**config.mk**
```make
export PLATFORM = sky130hd
export DESIGN_NAME = mem_port_arbiter
export DESIGN_NICKNAME = d
export VERILOG_FILES = /design/src/rtl/mem_port_arbiter.sv
export SDC_FILE = /design/constraint.sdc
export NUM_CORES = 1
export LEC_CHECK = 0
export BUFFER_PORTS_ARGS = -buffer_cell sky130_fd_sc_hd__buf_2
export CAP_MARGIN = 0
export CORE_AREA = 2 2 123 125
export CTS_CLUSTER_SIZE = 40
export DETAILED_ROUTE_END_ITERATION = 10
export DIE_AREA = 0 0 125 127
export GPL_TIMING_DRIVEN = 1
export HOLD_SLACK_MARGIN = 0.08
export PLACE_DENSITY = 0.47
export SETUP_SLACK_MARGIN = 0.05
export SYNTH_ARGS = -nofsm -noshare
export SYNTH_HDL_FRONTEND = slang
export SYNTH_SLANG_ARGS = --single-unit
export TNS_END_PERCENT = 5
```
**constraint.sdc**
```tcl
create_clock -name clk -period 3.6 [get_ports clk]
set_input_delay 0 -clock clk [delete_from_list [all_inputs] [get_ports clk]]
set_output_delay 0 -clock clk [all_outputs]
set_load 0.05 [all_outputs]
```
**src/rtl/mem_port_arbiter.sv**
```systemverilog
// mem_port_arbiter
//   Arbitrates a single unified memory port between the MIPS core and a
//   loader/debug host. The core has priority. If the host has waited MAX_WAIT
//   cycles, the host wins one access. The host can also lock the port for a
//   burst.
//
//   Ports
//     clk, rst               single clock, synchronous active-high reset
//     core_req/we/addr/wdata core request channel
//     core_gnt, core_rdata   core grant (access completes) and read data
//     host_req/we/lock       host request, write qualifier, burst lock
//     host_addr/wdata        host address and write data
//     host_gnt, host_rdata   host grant and read data
//     mem_we/addr/wd, mem_rd unified memory (combinational read, clocked write)
//     locked                 high while the host holds the burst lock
//     conflict_cnt           saturating count of cycles with both requesting
//
//   state        | meaning
//   -------------+-------------------------------------------------------
//   SHARED       | core priority, host served when idle core or starved
//   HOST_LOCKED  | host owns the port until host_lock drops
module mem_port_arbiter #(
  parameter int BUS_WIDTH = 32,
  parameter int MAX_WAIT  = 4
) (
  input  logic                 clk,
  input  logic                 rst,
  input  logic                 core_req,
  input  logic                 core_we,
  input  logic [BUS_WIDTH-1:0] core_addr,
  input  logic [BUS_WIDTH-1:0] core_wdata,
  output logic                 core_gnt,
  output logic [BUS_WIDTH-1:0] core_rdata,
  input  logic                 host_req,
  input  logic                 host_we,
  input  logic                 host_lock,
  input  logic [BUS_WIDTH-1:0] host_addr,
  input  logic [BUS_WIDTH-1:0] host_wdata,
  output logic                 host_gnt,
  output logic [BUS_WIDTH-1:0] host_rdata,
  output logic                 mem_we,
  output logic [BUS_WIDTH-1:0] mem_addr,
  output logic [BUS_WIDTH-1:0] mem_wd,
  input  logic [BUS_WIDTH-1:0] mem_rd,
  output logic                 locked,
  output logic [15:0]          conflict_cnt
);

  localparam logic [3:0] WAIT_LIMIT = 4'(MAX_WAIT);

  typedef enum logic {
    SHARED      = 1'b0,
    HOST_LOCKED = 1'b1
  } state_t;

  state_t      state, state_nxt;
  logic [3:0]  wait_cnt, wait_nxt;
  logic [15:0] conflict_nxt;
  logic        starved;

  assign starved = host_req && (wait_cnt == WAIT_LIMIT);

  always_ff @(posedge clk) begin
    if (rst) begin
      state        <= SHARED;
      wait_cnt     <= '0;
      conflict_cnt <= '0;
    end else begin
      state        <= state_nxt;
      wait_cnt     <= wait_nxt;
      conflict_cnt <= conflict_nxt;
    end
  end

  // The grants are combinational so that an access completes in the same
  // cycle it is requested. Reset masks every grant.
  always_comb begin
    core_gnt  = 1'b0;
    host_gnt  = 1'b0;
    state_nxt = state;
    if (!rst) begin
      case (state)
        SHARED: begin
          if (core_req && !starved) begin
            core_gnt = 1'b1;
          end else if (host_req) begin
            host_gnt = 1'b1;
          end
          if (host_gnt && host_lock) begin
            state_nxt = HOST_LOCKED;
          end
        end
        HOST_LOCKED: begin
          host_gnt = host_req;
          if (!host_lock) begin
            state_nxt = SHARED;
          end
        end
        default: state_nxt = SHARED;
      endcase
    end
  end

  // The wait counter measures how long the host has been requesting without
  // service. It holds at the limit until the host is granted or withdraws.
  always_comb begin
    wait_nxt = '0;
    if (host_req && !host_gnt) begin
      wait_nxt = (wait_cnt >= WAIT_LIMIT) ? WAIT_LIMIT : wait_cnt + 4'd1;
    end
  end

  always_comb begin
    conflict_nxt = conflict_cnt;
    if (core_req && host_req && (conflict_cnt != 16'hFFFF)) begin
      conflict_nxt = conflict_cnt + 16'd1;
    end
  end

  // When there is no grant, the address and write-data lines show the core
  // inputs. mem_we stays low in that case because it is qualified by a grant.
  always_comb begin
    mem_addr = core_addr;
    mem_wd   = core_wdata;
    if (host_gnt) begin
      mem_addr = host_addr;
      mem_wd   = host_wdata;
    end
  end

  assign mem_we     = (core_gnt && core_we) || (host_gnt && host_we);
  assign core_rdata = core_gnt ? mem_rd : '0;
  assign host_rdata = host_gnt ? mem_rd : '0;
  assign locked     = (state == HOST_LOCKED) && !rst;

endmodule

```
==> out/results.ini <==
[final_layout]
final_area_mm2=0.00427
area_delta_synth_final_pct=69.6
layout.nets=740
drive_above_1_share=0.694

[clocking]
post_cts_resized=0
cts_buffers=3
ctsHtreeMaxLevel=1
cts.sinks=21
cts_setup_buffers=0
clkTransAtPathRegs_ps=60
cts-root-buf=clkbuf_16
cts_tree=yes
clk_path_buf_depth=2
clk_latency_ps=250

[yosys]
post-synth-top-count-cell=mux2_4
synth_top_cell_by_area=mux2_4
synth_compound_area_frac=0.0859
synth_top_area_share=0.238
synth-main-ff-cell=dfxtp_1
syn-cell-area_mm2=0.00252
async_flop_share=0
synth_top_family_by_area=multiplexers
synth_seq_cells=21
yosysUniqueCellTypes=47
syn_nets=439
ys_warn_count=0
synth_mux_area_frac=0.363
ys_seq_area_frac=0.167
synth_edf_count=0
synth-simple-area-share=0.287
synthCells=269
synthXorXnorAreaFrac=0
yosys-top-cells-area=mux2_4, dfxtp_1, mux2_2
synth_common_cells=mux2_4, and3_1, and2_1
syn_area_per_cell_um2=9.36
synth_adder_area_share=0.0149

[detailed_routing]
remaining_drc_errors=0
firstDrtPassIters=4
routed_wl_mm=15.0
drt_iter0_drc=77
viasPerCell=4.29
ant_nets=0
wl_per_cell_um=19.8
vias=3246

[sta]
max-slew-margin-rel=0.370
final_max_slew_viol_count=0
fmax_mhz=347
finalWorstSetupSlack_ps=717
setup_viol=0
finClkSkew_ps=5.02
timing.final.crit_period_ps=2880
min_period_over_period=0.801
finalHoldViolCount=0
worstMarginPinSlew_ps=945
fin_tns_setup_ps=0
rsz0062_at_grt=no

[place]
hpwl_mm=13.1
pre_cts_ws_ps=977
io_buffers=314
gp_congestion=0.974
place_area_mm2=0.00418

[floorplanning]
rows=44
chipHeight_um=127
initial_utilization=0.175
die_x_um=125
core-area_mm2=0.0144
dieArea_mm2=0.0159
io_pins=315

[global_route]
grt_usage=0.173
antenna_found_initial=4
grt_pass1_vias=3206
grt_overflow_total=0
grt_pass1_wl_mm=20.9
grt_max_degree=41

[power]
p_leak_nw=2.45
power_density_mw_per_mm2=265
vdd_drop_max_uv=157
p_total_mw=1.13

[critical_path]
path_max_fanout=40
critPathArrivalTime_ps=2880
worstPathRequired_ps=3600
cp-end-kind=output port
critPathKind=reg2out
critPathLaunchType=flip-flop

[flow_run]
cap_violations=0

[run_status]
status=finished clean

[worst_hold_path]
hp-class=in2reg

## flip-flops by register name (all words and copies together), names as in the netlist
name and cells:
conflict_cnt 16, state 1, wait_cnt 4
## logic make-up (layout without fill, tap and decap cells)
family | after synthesis | after routing
AND/OR/NAND/NOR | 117 | 117
flip-flops | 21 | 21
other | 1 | 4
AO/OA/AOI/OAI | 31 | 31
adder cells (fa/ha/maj) | 3 | 3
multiplexers | 68 | 68
buffers and inverters | 28 | 328
## critical path, cell delays in order (launching register included)
cell and delay (ps):
dfxtp_1 320, inv_1 60, ha_1 130, nand4b_1 120, a31oi_2 190, buf_4 300
and2_4 590, buf_12 300, mux2_2 370, buf_2 210
## through the flow
step | cells | util | hold slack (ps)
after floorplan | 269 | - | 148
after global placement | 748 | 0.289 | 237
after detailed placement | 748 | 0.289 | 240
after CTS | 753 | 0.296 | 182
after global routing | 755 | 0.296 | 226
final | 756 | 0.296 | 184
## what timing repair did
action / CTS / global route
setup endpoints to repair: 0 / 0
hold buffers: 1 / 0
endpoints found under the hold margin: 1 / 0
## power by group
group	internal, mW	leakage (nW)	switching [mW]
combinational	0.209	2.24	0.447
clock	0.151	0.0382	0.0857
sequential	0.235	0.170	0.00293
## routing by layer
layer | GRT usage | vias up | part of all wire
li1 | - | 1582 | -
met1 | 0.197 | 1491 | 0.39
met2 | 0.307 | 159 | 0.49
met3 | 0.0754 | 12 | 0.11
met4 | 0.0248 | 2 | 0.011
met5 | 0 | - | 0.00087
## layout make-up
| cell class | count | area [um^2] |
|---|---|---|
| well taps | 184 | 230 |
| clock buffers | 4 | 78.8 |
| inverters | 6 | 22.5 |
| repair buffers | 318 | 1620 |
| fillers | 1615 | 10200 |
| flip-flops and latches | 21 | 420 |
| multi-input cells | 220 | 1900 |
| diodes | 3 | 7.51 |
## final timing paths
kind / startpoint / endpoint / slack [ps] / cells past startpoint
max: wait_cnt[0]$_SDFF_PP0_ / mem_addr[30] / 720 / 9
min: core_req / conflict_cnt[1]$_SDFFE_PP0P_ / 180 / 4
max reg2reg: wait_cnt[0]$_SDFF_PP0_ / wait_cnt[1]$_SDFF_PP0_ / 1670 / 6
min reg2reg: wait_cnt[0]$_SDFF_PP0_ / wait_cnt[0]$_SDFF_PP0_ / 440 / 1
## cell usage in the layout, fill, tap and decap left out, types with 6 or more instances in the layout
cell / count
buf_2: 314
mux2_4: 40
and3_1: 35
and2_1: 33
mux2_2: 27
dfxtp_1: 21
a21oi_1: 10
nor2_1: 9
nand2_1: 9
inv_1: 6
Note: power is estimated with default switching activity, not from simulation.
